## config.mk

```make
export PLATFORM = sky130hd
export DESIGN_NAME = spi_segment_scan_controller_flat
export DESIGN_NICKNAME = d
export VERILOG_FILES = /design/src/rtl/spi_segment_scan_controller_if.sv /design/src/rtl/spi_segment_scan_controller.sv /design/src/flat_wrapper.sv
export SDC_FILE = /design/constraint.sdc
export NUM_CORES = 1
export LEC_CHECK = 0
export BUFFER_PORTS_ARGS = -buffer_cell sky130_fd_sc_hd__buf_2
export CORE_MARGIN = 2
export CORE_UTILIZATION = 35
export CTS_CLUSTER_SIZE = 24
export DETAILED_ROUTE_END_ITERATION = 10
export GPL_TIMING_DRIVEN = 0
export PLACE_DENSITY = 0.49
export SLEW_MARGIN = 20
export SYNTH_ARGS = -nofsm -noshare
export SYNTH_HDL_FRONTEND = slang
export SYNTH_SLANG_ARGS = --single-unit
export TNS_END_PERCENT = 5
```

## constraint.sdc

```tcl
create_clock -name clk -period 2.83 [get_ports clk]
set_input_delay 0.566 -clock clk [delete_from_list [all_inputs] [get_ports clk]]
set_output_delay 0.566 -clock clk [all_outputs]
set_load 0.01 [all_outputs]
```

## src/rtl/spi_segment_scan_controller_if.sv

```systemverilog
// SPI pins plus the display outputs of the segment scan controller.
// The slave modport belongs to the controller; the master modport drives the SPI side.
interface spi_segment_scan_controller_if #(
  parameter int unsigned NUM_DIGITS = 4
);
  logic                  spi_sclk;
  logic                  spi_mosi;
  logic                  spi_cs_n;
  logic [7:0]            seg;
  logic [NUM_DIGITS-1:0] dig_sel;
  logic                  frame_ok;
  logic                  frame_err;

  modport master (
    output spi_sclk, spi_mosi, spi_cs_n,
    input  seg, dig_sel, frame_ok, frame_err
  );

  modport slave (
    input  spi_sclk, spi_mosi, spi_cs_n,
    output seg, dig_sel, frame_ok, frame_err
  );
endinterface

```

## src/rtl/spi_segment_scan_controller.sv

```systemverilog
// SPI-slave-written, time-multiplexed 7-segment controller: a 16-bit frame receiver
// feeding per-digit raw/hex registers, plus a one-hot digit scanner with blank and blink.
module spi_segment_scan_controller #(
  parameter int unsigned NUM_DIGITS = 4,
  parameter logic [23:0] SCAN_DIV   = 24'd10_000,
  parameter logic [7:0]  BLINK_DIV  = 8'd200
) (
  input logic                          clk,
  input logic                          rst,
  spi_segment_scan_controller_if.slave bus
);
  localparam int unsigned ADDR_W  = (NUM_DIGITS > 1) ? $clog2(NUM_DIGITS) : 1;
  localparam int unsigned FRAME_W = 16;
  localparam int unsigned CNT_W   = 5;
  localparam int unsigned SEG_W   = 8;
  localparam logic [CNT_W-1:0]  CNT_FULL = CNT_W'(16);
  localparam logic [CNT_W-1:0]  CNT_SAT  = CNT_W'(17);
  localparam logic [ADDR_W-1:0] LAST_IDX = ADDR_W'(NUM_DIGITS - 1);

  typedef enum logic [1:0] {ST_IDLE, ST_SHIFT, ST_COMMIT} state_t;

  typedef struct packed {
    logic [3:0] cmd;
    logic [3:0] addr;
    logic [7:0] data;
  } frame_t;

  // Synchronisers: [1] is the synchronised value, [2] its previous value for edge detect.
  // Left unreset so a cs_n held low across reset does not look like a fresh falling edge.
  logic [2:0] sclk_sync;
  logic [2:0] cs_sync;
  logic [1:0] mosi_sync;

  always_ff @(posedge clk) begin
    sclk_sync <= {sclk_sync[1:0], bus.spi_sclk};
    cs_sync   <= {cs_sync[1:0], bus.spi_cs_n};
    mosi_sync <= {mosi_sync[0], bus.spi_mosi};
  end

  logic sclk_rise_c, cs_fall_c, cs_rise_c;
  assign sclk_rise_c = sclk_sync[1] & ~sclk_sync[2];
  assign cs_fall_c   = ~cs_sync[1] & cs_sync[2];
  assign cs_rise_c   = cs_sync[1] & ~cs_sync[2];

  state_t               state_q, state_d;
  logic [FRAME_W-1:0]   shift_q, shift_d;
  logic [CNT_W-1:0]     bit_cnt_q, bit_cnt_d;
  logic                 commit_ok_c, commit_err_c;
  logic [SEG_W-1:0]     digit_q [NUM_DIGITS];
  logic                 hex_q   [NUM_DIGITS];
  logic [1:0]           ctrl_q;
  logic                 frame_ok_q, frame_err_q;

  frame_t               frame_c;
  logic [ADDR_W-1:0]    addr_idx_c;
  logic                 addr_ok_c, frame_valid_c;

  assign frame_c    = frame_t'(shift_q);
  assign addr_idx_c = frame_c.addr[ADDR_W-1:0];
  assign addr_ok_c  = 32'(frame_c.addr) < NUM_DIGITS;

  // A frame is accepted only with exactly 16 bits and a known, in-range command.
  always_comb begin
    frame_valid_c = 1'b0;
    if (bit_cnt_q == CNT_FULL) begin
      case (frame_c.cmd)
        4'h1, 4'h2: frame_valid_c = addr_ok_c;
        4'h3, 4'h4: frame_valid_c = 1'b1;
        default:    frame_valid_c = 1'b0;
      endcase
    end
  end

  always_ff @(posedge clk) begin
    if (rst) begin
      state_q   <= ST_IDLE;
      shift_q   <= '0;
      bit_cnt_q <= '0;
    end else begin
      state_q   <= state_d;
      shift_q   <= shift_d;
      bit_cnt_q <= bit_cnt_d;
    end
  end

  // Receiver next state; the commit decision is taken on the SHIFT->COMMIT transition.
  always_comb begin
    state_d      = state_q;
    shift_d      = shift_q;
    bit_cnt_d    = bit_cnt_q;
    commit_ok_c  = 1'b0;
    commit_err_c = 1'b0;
    case (state_q)
      ST_IDLE: begin
        if (cs_fall_c) begin
          state_d   = ST_SHIFT;
          shift_d   = '0;
          bit_cnt_d = '0;
        end
      end
      ST_SHIFT: begin
        if (cs_rise_c) begin
          state_d      = ST_COMMIT;
          commit_ok_c  = frame_valid_c;
          commit_err_c = ~frame_valid_c;
        end else if (sclk_rise_c) begin
          shift_d = {shift_q[FRAME_W-2:0], mosi_sync[1]};
          if (bit_cnt_q != CNT_SAT) bit_cnt_d = bit_cnt_q + CNT_W'(1);
        end
      end
      ST_COMMIT: state_d = ST_IDLE;
      default:   state_d = ST_IDLE;
    endcase
  end

  always_ff @(posedge clk) begin
    if (rst) begin
      for (int i = 0; i < NUM_DIGITS; i++) begin
        digit_q[i] <= '0;
        hex_q[i]   <= 1'b0;
      end
      ctrl_q      <= 2'b01;
      frame_ok_q  <= 1'b0;
      frame_err_q <= 1'b0;
    end else begin
      frame_ok_q  <= commit_ok_c;
      frame_err_q <= commit_err_c;
      if (commit_ok_c) begin
        case (frame_c.cmd)
          4'h1: begin
            digit_q[addr_idx_c] <= frame_c.data;
            hex_q[addr_idx_c]   <= 1'b0;
          end
          4'h2: begin
            digit_q[addr_idx_c] <= {frame_c.data[7], 3'b000, frame_c.data[3:0]};
            hex_q[addr_idx_c]   <= 1'b1;
          end
          4'h3: ctrl_q <= frame_c.data[1:0];
          4'h4: begin
            for (int i = 0; i < NUM_DIGITS; i++) begin
              digit_q[i] <= '0;
              hex_q[i]   <= 1'b0;
            end
          end
          default: ;
        endcase
      end
    end
  end

  logic [23:0]       div_cnt_q;
  logic [ADDR_W-1:0] scan_idx_q;
  logic [7:0]        blink_cnt_q;
  logic              blink_phase_q;

  // Scan timing: digit advances every SCAN_DIV clk, blink phase every BLINK_DIV full frames.
  always_ff @(posedge clk) begin
    if (rst) begin
      div_cnt_q     <= '0;
      scan_idx_q    <= '0;
      blink_cnt_q   <= '0;
      blink_phase_q <= 1'b0;
    end else if (div_cnt_q == SCAN_DIV - 24'd1) begin
      div_cnt_q <= '0;
      if (scan_idx_q == LAST_IDX) begin
        scan_idx_q <= '0;
        if (blink_cnt_q == BLINK_DIV - 8'd1) begin
          blink_cnt_q   <= '0;
          blink_phase_q <= ~blink_phase_q;
        end else begin
          blink_cnt_q <= blink_cnt_q + 8'd1;
        end
      end else begin
        scan_idx_q <= scan_idx_q + ADDR_W'(1);
      end
    end else begin
      div_cnt_q <= div_cnt_q + 24'd1;
    end
  end

  function automatic logic [6:0] hex_to_seg(input logic [3:0] nib);
    case (nib)
      4'h0: hex_to_seg = 7'h3F;
      4'h1: hex_to_seg = 7'h06;
      4'h2: hex_to_seg = 7'h5B;
      4'h3: hex_to_seg = 7'h4F;
      4'h4: hex_to_seg = 7'h66;
      4'h5: hex_to_seg = 7'h6D;
      4'h6: hex_to_seg = 7'h7D;
      4'h7: hex_to_seg = 7'h07;
      4'h8: hex_to_seg = 7'h7F;
      4'h9: hex_to_seg = 7'h6F;
      4'hA: hex_to_seg = 7'h77;
      4'hB: hex_to_seg = 7'h7C;
      4'hC: hex_to_seg = 7'h39;
      4'hD: hex_to_seg = 7'h5E;
      4'hE: hex_to_seg = 7'h79;
      default: hex_to_seg = 7'h71;
    endcase
  endfunction

  logic [SEG_W-1:0] cur_digit_c, seg_c;
  logic             blank_c;

  always_comb begin
    cur_digit_c = digit_q[scan_idx_q];
    blank_c     = ~ctrl_q[0] | (ctrl_q[1] & blink_phase_q);
    seg_c       = hex_q[scan_idx_q] ? {cur_digit_c[7], hex_to_seg(cur_digit_c[3:0])}
                                    : cur_digit_c;
    if (blank_c) seg_c = '0;
  end

  logic [SEG_W-1:0]      seg_q;
  logic [NUM_DIGITS-1:0] dig_sel_q;

  always_ff @(posedge clk) begin
    if (rst) begin
      seg_q     <= '0;
      dig_sel_q <= NUM_DIGITS'(1);
    end else begin
      seg_q     <= seg_c;
      dig_sel_q <= NUM_DIGITS'(1) << scan_idx_q;
    end
  end

  assign bus.seg       = seg_q;
  assign bus.dig_sel   = dig_sel_q;
  assign bus.frame_ok  = frame_ok_q;
  assign bus.frame_err = frame_err_q;
endmodule

```

## src/flat_wrapper.sv

```systemverilog
// flat-port wrapper written by rule: the top's interface ports become plain ports
module spi_segment_scan_controller_flat 
#(
  parameter int unsigned NUM_DIGITS = 4,
  parameter logic [23:0] SCAN_DIV   = 24'd10_000,
  parameter logic [7:0]  BLINK_DIV  = 8'd200
)
  (clk, rst, bus_spi_sclk, bus_spi_mosi, bus_spi_cs_n, bus_seg, bus_dig_sel, bus_frame_ok, bus_frame_err);
  spi_segment_scan_controller_if #(.NUM_DIGITS(NUM_DIGITS)) bus_i ();
  input logic clk;
  input logic rst;
  input wire logic [$bits(bus_i.spi_sclk)-1:0] bus_spi_sclk;
  input wire logic [$bits(bus_i.spi_mosi)-1:0] bus_spi_mosi;
  input wire logic [$bits(bus_i.spi_cs_n)-1:0] bus_spi_cs_n;
  output wire logic [$bits(bus_i.seg)-1:0] bus_seg;
  output wire logic [$bits(bus_i.dig_sel)-1:0] bus_dig_sel;
  output wire logic [$bits(bus_i.frame_ok)-1:0] bus_frame_ok;
  output wire logic [$bits(bus_i.frame_err)-1:0] bus_frame_err;
  assign bus_i.spi_sclk = bus_spi_sclk;
  assign bus_i.spi_mosi = bus_spi_mosi;
  assign bus_i.spi_cs_n = bus_spi_cs_n;
  assign bus_seg = bus_i.seg;
  assign bus_dig_sel = bus_i.dig_sel;
  assign bus_frame_ok = bus_i.frame_ok;
  assign bus_frame_err = bus_i.frame_err;
  spi_segment_scan_controller #(.NUM_DIGITS(NUM_DIGITS), .SCAN_DIV(SCAN_DIV), .BLINK_DIV(BLINK_DIV)) u_core (.clk(clk), .rst(rst), .bus(bus_i));
endmodule
```

Word level (Yosys, flattened, before mapping)
Memory sizes are Yosys's and may differ from the RTL's. A register that Yosys moved wholly into a read port is not among the register bits.
Index checks and enable logic that the tools add are counted.
{ "totals": {"reg_bits": 82, "latch_bits": 0, "ramBits": 36, "mem_bits_ro": 112, "input_bits": 5, "out_inout_bits": 14, "elab_cells": 130, "mem_count": 3} }
{ "memory_table": {"columns": ["memory", "words", "word_bits", "read_ports", "rd_ports_with_merged_regs", "write_ports", "line_no", "rtl"], "rows": [
  ["(name not given)", 16, 7, 1, 0, 0, "spi_segment_scan_controller.sv:182", "case (nib)"],
  ["u_core.digit_q", 4, 8, 1, 1, 4, "spi_segment_scan_controller.sv:49", "logic [SEG_W-1:0] digit_q [NUM_DIGITS];"],
  ["u_core.hex_q", 4, 1, 1, 1, 4, "spi_segment_scan_controller.sv:50", "logic hex_q [NUM_DIGITS];"]
]} }
{ "classes": {"add_sub_neg": 4, "mul": 0, "n_div": 0, "order_cmp": 1, "eq_ne": 15, "shifts": 1, "n_mux": 53, "bitwise_logic": 23, "reduce_logical": 15} }
{ "ops": {"columns": ["op", "n"], "rows": [
  ["$mux 8", 7],
  ["$mux 16", 3],
  ["$pmux 16 s2", 1],
  ["$mux 1", 25],
  ["$add 24x1->24 const B", 1],
  ["$eq 24x14->1 const B", 1],
  ["$mux 5", 4],
  ["$mux 2", 9],
  ["$or 1x1->1", 11],
  ["$pmux 5 s2", 1],
  ["$add 8x1->8 const B", 1],
  ["$eq 4x2->1 const B", 2],
  ["$eq 8x8->1 const B", 1],
  ["$ne 2x1->1 const B", 4],
  ["$not 1->1", 8],
  ["$reduce_or 2->1", 4],
  ["$reduce_or 8->1", 1],
  ["$mux 7", 1],
  ["$reduce_and 2->1", 3],
  ["$add 5x1->5 const B", 1],
  ["$eq 5x5->1 const B", 1],
  ["$ne 5x5->1 const B", 1],
  ["$reduce_and 5->1", 1],
  ["$and 1x1->1", 4],
  ["other kinds (16)", 16]
]} }

Logic depth before layout (Yosys ltp)
{ "depth": {"depth_word": 12, "depth_mapped": 8, "ltp_nobuf": 7} }

Least setup slack after synthesis
No wires, ideal clock.
{ "synth_path": {"path_type": "reg2reg", "start": "reg u_core.bit_cnt_q[2]", "end": "mem u_core.digit_q[2][0] (enable)", "setup_ns": 0.387, "arrival_time_ns": 2.133, "required_time_ns": 2.443, "setup_slack_ns": 0.309, "path_stages_with_launch": 6, "n_path_buf": 0, "synth_period_minus_slack_ns": 2.521, "path_cell_list": "dfxtp_1 or3b_4 nor4_4 and4b_1 nand2_1 o21ai_0"} }
{ "synth_lines": {"columns": ["element", "line_no", "rtl"], "rows": [
  ["start: declaration", "spi_segment_scan_controller.sv:47", "logic [CNT_W-1:0] bit_cnt_q, bit_cnt_d;"],
  ["start signal: assignment", "spi_segment_scan_controller.sv:82", "bit_cnt_q <= bit_cnt_d;"],
  ["end: declaration", "spi_segment_scan_controller.sv:49", null]
]} }

==> results.md <==
Synth:
- The share of Yosys cell area claimed by the top area cell type is a little under a third.
- The cell count after synthesis is 498.
- Synthesis inferred 120 register bits.
- Each instance of the synthesized netlist takes up on average approximately 11 um^2.
- The most used flip-flop cell after synthesis is sky130_fd_sc_hd__dfxtp_1.
- Ranked by total cell area, the synthesized netlist is headed by sky130_fd_sc_hd__dfxtp_1 (32%), sky130_fd_sc_hd__edfxtp_1 (20%), sky130_fd_sc_hd__nor2_1 (4.2%).
- The synthesized netlist devotes under 10% of its cell area to adder and majority cells.
- Synthesis produced a netlist with a net count of just over 500.
- In this run, distinct cell masters in the synthesized netlist total 54.
- Counting flops with a built-in enable in the synthesized netlist gives 36.
- The cell type with the largest total area after synthesis is sky130_fd_sc_hd__dfxtp_1.
- The share of synthesized area spent on multiplexers is approximately 6.5%.
- The sequential fraction of the synthesis area is a little over half.
- The share of synthesized cell area in and, or, nand and nor gates is between 20% and 30%.
- The Yosys step of the flow raised 0 warnings.
- The mapped cell area is between 0.005 and 0.006 mm^2.
- After synthesis, the share of flip-flops with an asynchronous set or reset is 0%.
- The synthesized netlist devotes under 10% of its cell area to XOR and XNOR gates.
- The dominant combinational cell family by area after synthesis is simple AND/OR/NAND/NOR gates.
- Summing the areas of all compound-gate instances in the mapped netlist gives approximately 6% of the synthesized area.

Die:
- The placement row count is 44.
- The die boundary width is around 130 um.
- The starting density of the core is a little over a third.
- The y dimension of the die is roughly 130 um.
- During I/O placement, the number of pins put on the boundary was 19.
- The area enclosed by the die boundary is roughly 0.016 mm^2.
- In this run the standard cell core region covers 0.01464 mm^2.

Final layout:
- The finished layout holds ~730 standard cells, fillers aside.
- Of the cells placed in the final design, the portion with a size suffix greater than 1 is between 15 and 20%.
- At the end of the flow, the number of nets in the layout was about 560.
- The finished cells cover between 0.006 and 0.007 mm^2.
- The synthesis-to-finish area growth is 16.69%.
- The number of antenna repair diodes is 0.
- The area of combinational cells with multiple inputs is between 0.002 and 0.0025 mm^2.
- The register cell area after layout is about 0.0028 mm^2.
- The number of filler instances in the final layout is 1,433.

Detailed routing:
- The number of DRC violations after detailed-routing iteration 0 is approximately 160.
- The vias per cell is 4.921.
- The total number of vias is 3,607.
- The remaining antenna violation count is 0.
- The first-pass iteration count of the detailed router is 4.
- For this run, design rule violations remaining after detail routing come to 0.
- The final layout contains routed wiring with a total length of 10,810 um.
- The average detailed-routed wire length per instance is between 10 and 15 um.

Worst hold path:
- The worst hold path class is in2reg.

Pwr:
- The switching share of total power is roughly a fifth.
- The logic gate share of total power is roughly 3.3%.
- Power spread over the standard cell area amounts to about 640 mW/mm^2.
- The proportion of power drawn by flip-flops and latches is between 40% and 50%.
- The leakage power is ~2.3 nW.
- The overall power after layout is 0.003967 W.
- Summed over all nets, the switching power comes to approximately 0.00084 W.
- The clock network is responsible for between 50 and 60% of the overall power.
- Across the VDD grid, the largest voltage drop is between 0.4 and 0.5 mV.
- The internal portion of the total power is ~0.0031 W.

Worst setup path:
- The critical path start-end classification is reg2reg.
- The worst reg2reg path endpoint is u_core.digit_q[2][1].
- The element type at the critical path end is a flip-flop.
- Data arrives at the worst endpoint at 2.68 ns.
- The startpoint of the worst register-to-register path is u_core.bit_cnt_q[2].
- The maximum fanout count along the critical path is 5.
- The critical path capture point is u_core.digit_q[2][1].
- The setup slack on the worst flop-to-flop path is around 0.28 ns.
- The logic depth of the worst register-to-register path is 6.
- STA puts the critical path data required time at 2.95 ns.
- The kind of launch point of the worst setup path is a flip-flop.
- The most critical setup path has its startpoint at u_core.bit_cnt_q[2].

Global route:
- The remaining global-route overflow is 0.
- The number of antenna violations at the first check in global routing is 0.
- The number of global-route vias before repair is 3,572.
- The overall track demand over capacity in global routing is 14.71%.
- The pin count of the biggest net entering global routing is 17.
- The first global-routing pass estimated 18,240 um of wire.

Placement:
- The count of port buffers added during placement is 18.
- The routability congestion estimate is between 0.8 and 0.9.
- The cell area after placement is ~0.0056 mm^2.
- After legalization and detailed placement, the total HPWL measured ~7400 um.
- Including well taps, the total number of placed cells is between 700 and 800.

Timing:
- The number of max-slew violations in the final report came to 0.
- Setup violations remaining at the end of the flow were counted as 0.
- The time the final worst path needs with I/O delays and setup is between 2 and 3 ns.
- The final clock skew is slightly above 0.006 ns.
- In the final timing run, aggregate negative setup slack is 0 ns.
- The number of endpoints with negative hold slack in the final report is 0.
- The transition time at the pin with the least slew margin is 0.6156 ns.
- The remaining max-slew budget at the tightest pin is around 60%.
- For this run, the top clock speed supported by timing is a little under 400 MHz.
- The final critical-path share of the clock period is between 90% and 100%.
- Setup repair after global routing left no endpoint under its margin.

Clocking:
- The number of buffers created by CTS is 17.
- The setup fix buffers added after clock tree synthesis is 0.
- The clock reaches the later pin of the worst-skew pair after around 0.42 ns.
- The maximum level of the CTS H-tree is 4.
- After clock tree synthesis, the clock-pin slew on the worst setup and hold paths is ~0.05 ns.
- The maximum buffer depth of the clock tree is 2.
- The clock root buffer master is sky130_fd_sc_hd__clkbuf_16.
- The number of hold-repair buffers added at the cts stage is 0.
- TritonCTS built the clock tree.
- The number of clock sinks is 120.

Flow run:
- Max-cap violations in this run came to 0.

Outcome:
- The run finished with clean final reports.
cell type report:
cell class,count,area share [%]
sequential,120,44.66
multi-input combinational,344,39.06
clock buffer,20,7.059
tap,184,3.722
clock inverter,12,1.760
timing repair buffer,19,1.578
buffer,18,1.193
inverter,16,0.9709
metrics by stage:
step	utilization [%]	setup WS, ns	hold slack, ns
after global placement	38.39	-0.3081	0.3130
after detailed placement	38.44	-0.04976	0.3146
after floorplan	-	0.3092	0.3096
after CTS	42.18	0.06402	0.2331
final	42.24	0.2785	0.2530
after global routing	42.24	0.08474	0.2260
placed cells by master, fill, tap and decap left out, types with 3 or more instances in the layout:
master / instances
sky130_fd_sc_hd__dfxtp_1: 84
sky130_fd_sc_hd__nor2_1: 59
sky130_fd_sc_hd__edfxtp_1: 36
sky130_fd_sc_hd__nand2_1: 32
sky130_fd_sc_hd__and2_1: 24
sky130_fd_sc_hd__buf_2: 23
sky130_fd_sc_hd__xnor2_1: 20
sky130_fd_sc_hd__and3_1: 19
sky130_fd_sc_hd__a21oi_1: 19
sky130_fd_sc_hd__nor3_1: 17
sky130_fd_sc_hd__nand3_1: 17
sky130_fd_sc_hd__o21ai_0: 17
sky130_fd_sc_hd__clkbuf_16: 17
sky130_fd_sc_hd__inv_1: 16
sky130_fd_sc_hd__xor2_1: 14
sky130_fd_sc_hd__ha_1: 14
sky130_fd_sc_hd__clkbuf_1: 13
sky130_fd_sc_hd__mux2i_1: 12
sky130_fd_sc_hd__mux4_2: 9
sky130_fd_sc_hd__nand4_1: 7
sky130_fd_sc_hd__clkinv_2: 6
sky130_fd_sc_hd__nor4b_1: 5
sky130_fd_sc_hd__and4_1: 5
sky130_fd_sc_hd__nand2b_1: 4
sky130_fd_sc_hd__nor4_1: 4
sky130_fd_sc_hd__buf_1: 3
sky130_fd_sc_hd__nor3b_1: 3
sky130_fd_sc_hd__nor2b_1: 3
sky130_fd_sc_hd__clkinv_1: 3
power groups by stage:
stage                     clock network [W]   logic, W  registers, W
after floorplan                           0  0.0000877       0.00186
after global placement                    0   0.000130       0.00186
after detailed placement                  0   0.000132       0.00186
after CTS                           0.00206   0.000133       0.00182
after global routing                0.00215   0.000146       0.00183
final                               0.00201   0.000130       0.00182
Yosys cell counts (9+ instances only):
cell type                  instances
sky130_fd_sc_hd__mux2i_1          12
sky130_fd_sc_hd__xor2_1           14
sky130_fd_sc_hd__a21oi_1          19
sky130_fd_sc_hd__inv_1            16
sky130_fd_sc_hd__nand2_1          32
sky130_fd_sc_hd__and2_1           24
sky130_fd_sc_hd__nor2_1           59
sky130_fd_sc_hd__nor3_1           17
sky130_fd_sc_hd__and3_1           19
sky130_fd_sc_hd__edfxtp_1         36
sky130_fd_sc_hd__o21ai_0          18
sky130_fd_sc_hd__dfxtp_1          84
sky130_fd_sc_hd__nand3_1          17
sky130_fd_sc_hd__xnor2_1          20
sky130_fd_sc_hd__mux4_2            9
sky130_fd_sc_hd__clkbuf_1         10
sky130_fd_sc_hd__ha_1             14
kinds of logic after synthesis:
group                      count (synthesis)
AOI/OAI and AO/OA                         51
xor gates and xnor gates                  34
adders and majority gates                 14
buffers and inverters                     34
DFF                                      120
muxes                                     23
and+or+nand+nor                          222
routing by layer:
layer	routed length (um)	global-route usage, %	share of wire, %
met1	5195	19.02	48
met5	0	0	0
met2	5045	22.96	47
met3	393	4.439	3.6
met4	171	6.335	1.6
worst max-delay path: stages (launching register included):
cell	delay, ns
sky130_fd_sc_hd__dfxtp_1	0.33
sky130_fd_sc_hd__or3b_4	0.43
sky130_fd_sc_hd__nor4_4	0.39
sky130_fd_sc_hd__and4b_1	0.30
sky130_fd_sc_hd__nand2_1	0.08
sky130_fd_sc_hd__o21ai_1	0.46
sky130_fd_sc_hd__buf_4	0.26
registers in the layout, indices dropped and copies added (netlist names), named ones only:
name / count
u_core.sclk_sync: 3
u_core.blink_phase_q: 1
u_core.ctrl_q: 2
u_core.frame_c: 16
u_core.mosi_sync: 2
u_core.cs_sync: 3
u_core.state_q: 2
u_core.digit_q: 32
u_core.bit_cnt_q: 5
u_core.bus.frame_ok: 1
u_core.div_cnt_q: 24
u_core.bus.frame_err: 1
u_core.bus.seg: 8
u_core.hex_q: 4
u_core.scan_idx_q: 2
u_core.bus.dig_sel: 4
u_core.blink_cnt_q: 8
repair_timing:
item                                    in CTS  in global routing
gates resized for setup                      1                  2
endpoints found under the setup margin       9                 18
endpoints found under the hold margin        0                  0
worst min path at each step:
stage               cells past startpoint              start             endpoint  slack (ns)
global route                            1       bus_spi_cs_n    u_core.cs_sync[0]        0.23
floorplan                               0  u_core.cs_sync[0]    u_core.cs_sync[1]        0.31
CTS                                     1       bus_spi_sclk  u_core.sclk_sync[0]        0.23
finish                                  1       bus_spi_sclk  u_core.sclk_sync[0]        0.25
detailed placement                      0  u_core.cs_sync[0]    u_core.cs_sync[1]        0.31
global placement                        0  u_core.cs_sync[0]    u_core.cs_sync[1]        0.31
Note: power is estimated with default switching activity, not from simulation.
